File: config.mk
export PLATFORM = sky130hd
export DESIGN_NAME = full_adder_behavioral
export DESIGN_NICKNAME = d
export VERILOG_FILES = /design/src/rtl/full_adder_behavioral.sv
export SDC_FILE = /design/constraint.sdc
export NUM_CORES = 1
export LEC_CHECK = 0
export ABC_CLOCK_PERIOD_IN_PS = 1700
export BUFFER_PORTS_ARGS = -buffer_cell sky130_fd_sc_hd__buf_2
export CORE_AREA = 4 4 41 43
export CTS_CLUSTER_DIAMETER = 150
export CTS_CLUSTER_SIZE = 14
export DETAILED_ROUTE_END_ITERATION = 8
export DIE_AREA = 0 0 45 47
export SLEW_MARGIN = 10
export SYNTH_ARGS = -nofsm -noshare
export SYNTH_HDL_FRONTEND = slang
export SYNTH_SLANG_ARGS = --single-unit
File: constraint.sdc
create_clock -name clk -period 1.7 [get_ports clk]
set_input_delay 0.51 -clock clk [delete_from_list [all_inputs] [get_ports clk]]
set_output_delay 0.51 -clock clk [all_outputs]
set_load 0.01 [all_outputs]
File: src/rtl/full_adder_behavioral.sv
// rtl/full_adder_behavioral.sv - 1-bit full adder with combinational and registered bit-serial paths
// Optional statistics counters are enabled by defining FA_STATS_EN.
module full_adder_behavioral #(
  parameter int CNT_W = 16
) (
  input  logic             clk,
  input  logic             rst,
  input  logic             a,
  input  logic             b,
  input  logic             cin,
  output logic             sum,
  output logic             cout,
  input  logic             in_valid,
  input  logic             serial_mode,
  input  logic             first_bit,
  output logic             sum_q,
  output logic             cout_q,
  output logic             out_valid,
`ifdef FA_STATS_EN
  output logic [CNT_W-1:0] add_count,
  output logic [CNT_W-1:0] carry_count,
`endif
  output logic             carry_state
);

  logic cin_eff;
  logic sum_d;
  logic cout_d;
  logic carry_q;

  // Combinational leaf-cell result; independent of clock, reset and mode inputs
  always_comb begin
    sum  = a ^ b ^ cin;
    cout = (a & b) | (a & cin) | (b & cin);
  end

  // Registered-path carry select and next-state result
  always_comb begin
    cin_eff = (serial_mode && !first_bit) ? carry_q : cin;
    sum_d   = a ^ b ^ cin_eff;
    cout_d  = (a & b) | (a & cin_eff) | (b & cin_eff);
  end

  // Result registers and serial carry chain; reset overrides capture
  always_ff @(posedge clk) begin
    if (rst) begin
      sum_q     <= 1'b0;
      cout_q    <= 1'b0;
      carry_q   <= 1'b0;
      out_valid <= 1'b0;
    end else begin
      out_valid <= in_valid;
      if (in_valid) begin
        sum_q   <= sum_d;
        cout_q  <= cout_d;
        carry_q <= cout_d;
      end
    end
  end

  assign carry_state = carry_q;

`ifdef FA_STATS_EN
  logic [CNT_W-1:0] add_cnt_q;
  logic [CNT_W-1:0] carry_cnt_q;

  // Saturating counters of accepted adds and of accepted adds producing a carry
  always_ff @(posedge clk) begin
    if (rst) begin
      add_cnt_q   <= '0;
      carry_cnt_q <= '0;
    end else if (in_valid) begin
      if (add_cnt_q != {CNT_W{1'b1}}) begin
        add_cnt_q <= add_cnt_q + 1'b1;
      end
      if (cout_d && (carry_cnt_q != {CNT_W{1'b1}})) begin
        carry_cnt_q <= carry_cnt_q + 1'b1;
      end
    end
  end

  assign add_count   = add_cnt_q;
  assign carry_count = carry_cnt_q;
`endif

endmodule

==> results.md <==
- Walking the worst path, the cells encountered are buf_8, fa_1, buf_2.
- In this run the vertical extent of the chip is 47 um.
- STA classifies the critical path startpoint as an input pin.
- The clock skew after layout is 0.0254 ps.
- The floorplan step defined a core boundary enclosing 1300 um^2.
- The post-synthesis instance area is 160 um^2.
- Max-cap violations in this run came to 0.
- Power spread over the standard cell area amounts to 866 nW/um^2.
- The number of warnings printed during yosys synthesis is 0.
- TritonCTS created 3 clock buffers.
- The element type at the critical path end is a primary output.
- The number of detailed-routing iterations run before antenna repair is 4.
- The worst hold margin is 473 ps.
- The highest ir drop seen on vdd is 0.0000912 V.
- The cell type of the slowest stage on the worst timing path is sky130_fd_sc_hd__fa_1.
- The total track usage is 3.56%.
- The final period demand of the worst path is 1750 ps.
- Setup violations remaining at the end of the flow were counted as 1.
- The measured slew at the worst slew-check pin is 154 ps.
- The initial antenna violation count is 0.
- The detailed-route vias per instance is 3.27.
- TritonCTS built the clock tree.
- The setup slack at placement is -74.8 ps.
- The clock-pin slew of the registers on the worst-case setup and hold paths is 40 ps.
- The area growth from synthesis to layout is 84.4%.
- The number of placed instances with taps included is 45.
- The count of flip-flops with a built-in enable after synthesis is 0.
- The checks that failed: negative setup slack.
- The cell count after synthesis came out at 15.
- The final-report hold violation count was 0.
- 14 I/O pins were placed.
- The count of pins over their slew limit was 0.
- Excluding fillers, the count of instances in the completed layout stands at 49.
- In this run the number of H-tree levels came out at 1.
- After legalization and detailed placement, the total HPWL measured 307 um.
- The dominant cell by count in the synthesized netlist is sky130_fd_sc_hd__dfxtp_1.
- The post-route worst setup slack is -52.7 ps.
- The routed layout has 160 vias.
- Counting flops with an async set or reset pin after synthesis yields a share of 0%.
- The number of clock sinks is 3.
- The dominant synthesized flop cell is sky130_fd_sc_hd__dfxtp_1.
- Derived from the worst setup path, the maximum achievable clock frequency is 571 MHz.
- By startpoint and endpoint, the worst setup path is classified as input pin to primary output.
- The sequential fraction of the synthesis area is 37.5%.
- The tightest min-delay check is of the flop to flop type.
- The post-synthesis average cell area is 10.7 um^2.
- The routed wire length is 367 um.
- The commonest cells after synthesis are sky130_fd_sc_hd__dfxtp_1, sky130_fd_sc_hd__a211oi_1, sky130_fd_sc_hd__fa_1, sky130_fd_sc_hd__inv_1, sky130_fd_sc_hd__nor2_1.
- The clock network latency to the later pin of the worst-skew pair is 230 ps.
- Clock tree synthesis selected as its root buffer the cell sky130_fd_sc_hd__clkbuf_4.
- Hold repair after CTS inserted 0 buffers.
- The total die area is 2120 um^2.
- The final clock period utilization by the worst path is 103%.
- The count of nets left with antenna violations once routing finished came out at 0.
- Routability-driven placement finished with a final weighted congestion of 0.571.
- Summed over all instances, the cell type with the most area after synthesis is sky130_fd_sc_hd__dfxtp_1.
- The wire length of the first global-routing pass is 476 um.
- The largest stage delay on the critical path is 510 ps.
- Setup repair after global routing could not meet its margin everywhere.
- The share of Yosys cell area claimed by the top area cell type is 37.5%.
- The overall power consumption is 0.000256 W.
- The net count after synthesis is 25.
- The maximum clock path buffer count is 2.
- Row generation in the floorplan step produced 13 rows.
- The number of input and output port buffers inserted is 13.
- The fill cell total of the finished layout is 155.
- After the first detailed-routing iteration, the DRC count stood at 2.
- The critical path arrival is 1240 ps.
- The per-cell routed wire length is 7.49 um.
- The synthesized netlist contains 9 unique library cells.
- The leakage dissipation is 0.156 nW.
- Entering global routing, the biggest net connects 6 pins.
- In the routed design, unresolved DRC markers number 0.
- For the worst setup path, the data required time is 1190 ps.
- At the end of the flow, the number of nets in the layout was 45.
- The layout cell share with drive strength beyond 1 is 55.9%.
- After synthesis the netlist holds a flip-flop and latch count of 3.
- The via count of the first global-routing pass is 146.
- The antenna cell count is 0.
- The run finished, with violations left.
- The maximum fanout along the worst path is 2.
- The effective utilization at floorplan is 12.3%.
- After synthesis, the cell types taking the most area are sky130_fd_sc_hd__dfxtp_1, sky130_fd_sc_hd__fa_1, sky130_fd_sc_hd__a211oi_1.
- The die outline width is 45 um.
- After global routing the overflow that remains totals 0.
- The worst pin sits at a relative slew slack of 89.4%.
[where the power goes]
part	internal, W	total [W]	switching, W
Clock	0.0000879	0.000123	0.0000352
Sequential	0.0000762	0.0000790	0.00000280
Combinational	0.0000291	0.0000535	0.0000244
Total	0.000193	0.000256	0.0000625
[critical path: cells and delay by family]
family | cells | cell delay (ps)
buf+inv | 2 | 220
fa+ha+maj | 1 | 510
[final cells by class]
| type | instances | area [um^2] | area share (%) |
|---|---|---|---|
| Timing Repair Buffer | 16 | 97.6 | 33.1 |
| Multi-Input combinational cell | 9 | 85.1 | 28.8 |
| Sequential cell | 3 | 60.1 | 20.3 |
| Clock buffer | 4 | 26.3 | 8.90 |
| Tap cell | 15 | 18.8 | 6.36 |
| Inverter | 2 | 7.51 | 2.54 |
[flip-flops by register name (all words and copies together) (netlist names)]
signal	count
cout_q	1
out_valid	1
sum_q	1
[per-layer routing]
layer | up-vias | part of all wire [%] | GRT usage, %
li1 | 84 | - | -
met1 | 70 | 30 | 2.28
met2 | 6 | 61 | 5.65
met3 | 0 | 8.7 | 1.15
met4 | 0 | 0 | 7.02
met5 | - | 0 | 0
[worst paths after layout]
kind	startpoint	to	slack, ps	cells past startpoint
max	a	sum	-50	3
min	sum_q$_SDFFE_PP0P_	sum_q$_SDFFE_PP0P_	470	2
max reg2reg	cout_q$_SDFFE_PP0P_	sum_q$_SDFFE_PP0P_	460	3
min reg2reg	sum_q$_SDFFE_PP0P_	sum_q$_SDFFE_PP0P_	470	2
[timing repair]
action | 4_1_cts | 5_1_grt
resized for setup | 1 | 1
endpoints found under the setup margin | 1 | 1
buffers inserted | 0 | 0
[metrics by stage]
step | util (%) | setup TNS (ps) | area (um^2)
after floorplan | - | 0 | 160
after global placement | 19.9 | -74.1 | 259
after detailed placement | 19.9 | -74.8 | 259
after CTS | 22.4 | -52.5 | 292
after global routing | 22.7 | -80.5 | 295
final | 22.7 | -52.7 | 295
[logic make-up (layout without fill, tap and decap cells)]
family	count (synthesis)	count (layout)	synth area share (%)
mux	1	1	6.25
simple gates	4	4	12.5
compound gates	2	2	9.37
fa+ha+maj	2	2	25.0
flops	3	3	37.5
buf+inv	3	22	9.38
[cells in the final DEF (no fill, tap or decap), drive strengths merged]
cell	instances
nand2b	1
nor2	2
buf	16
mux2i	1
nor2b	1
inv	2
clkbuf	4
fa	2
a211oi	2
dfxtp	3
Note: power is estimated with default switching activity, not from simulation.
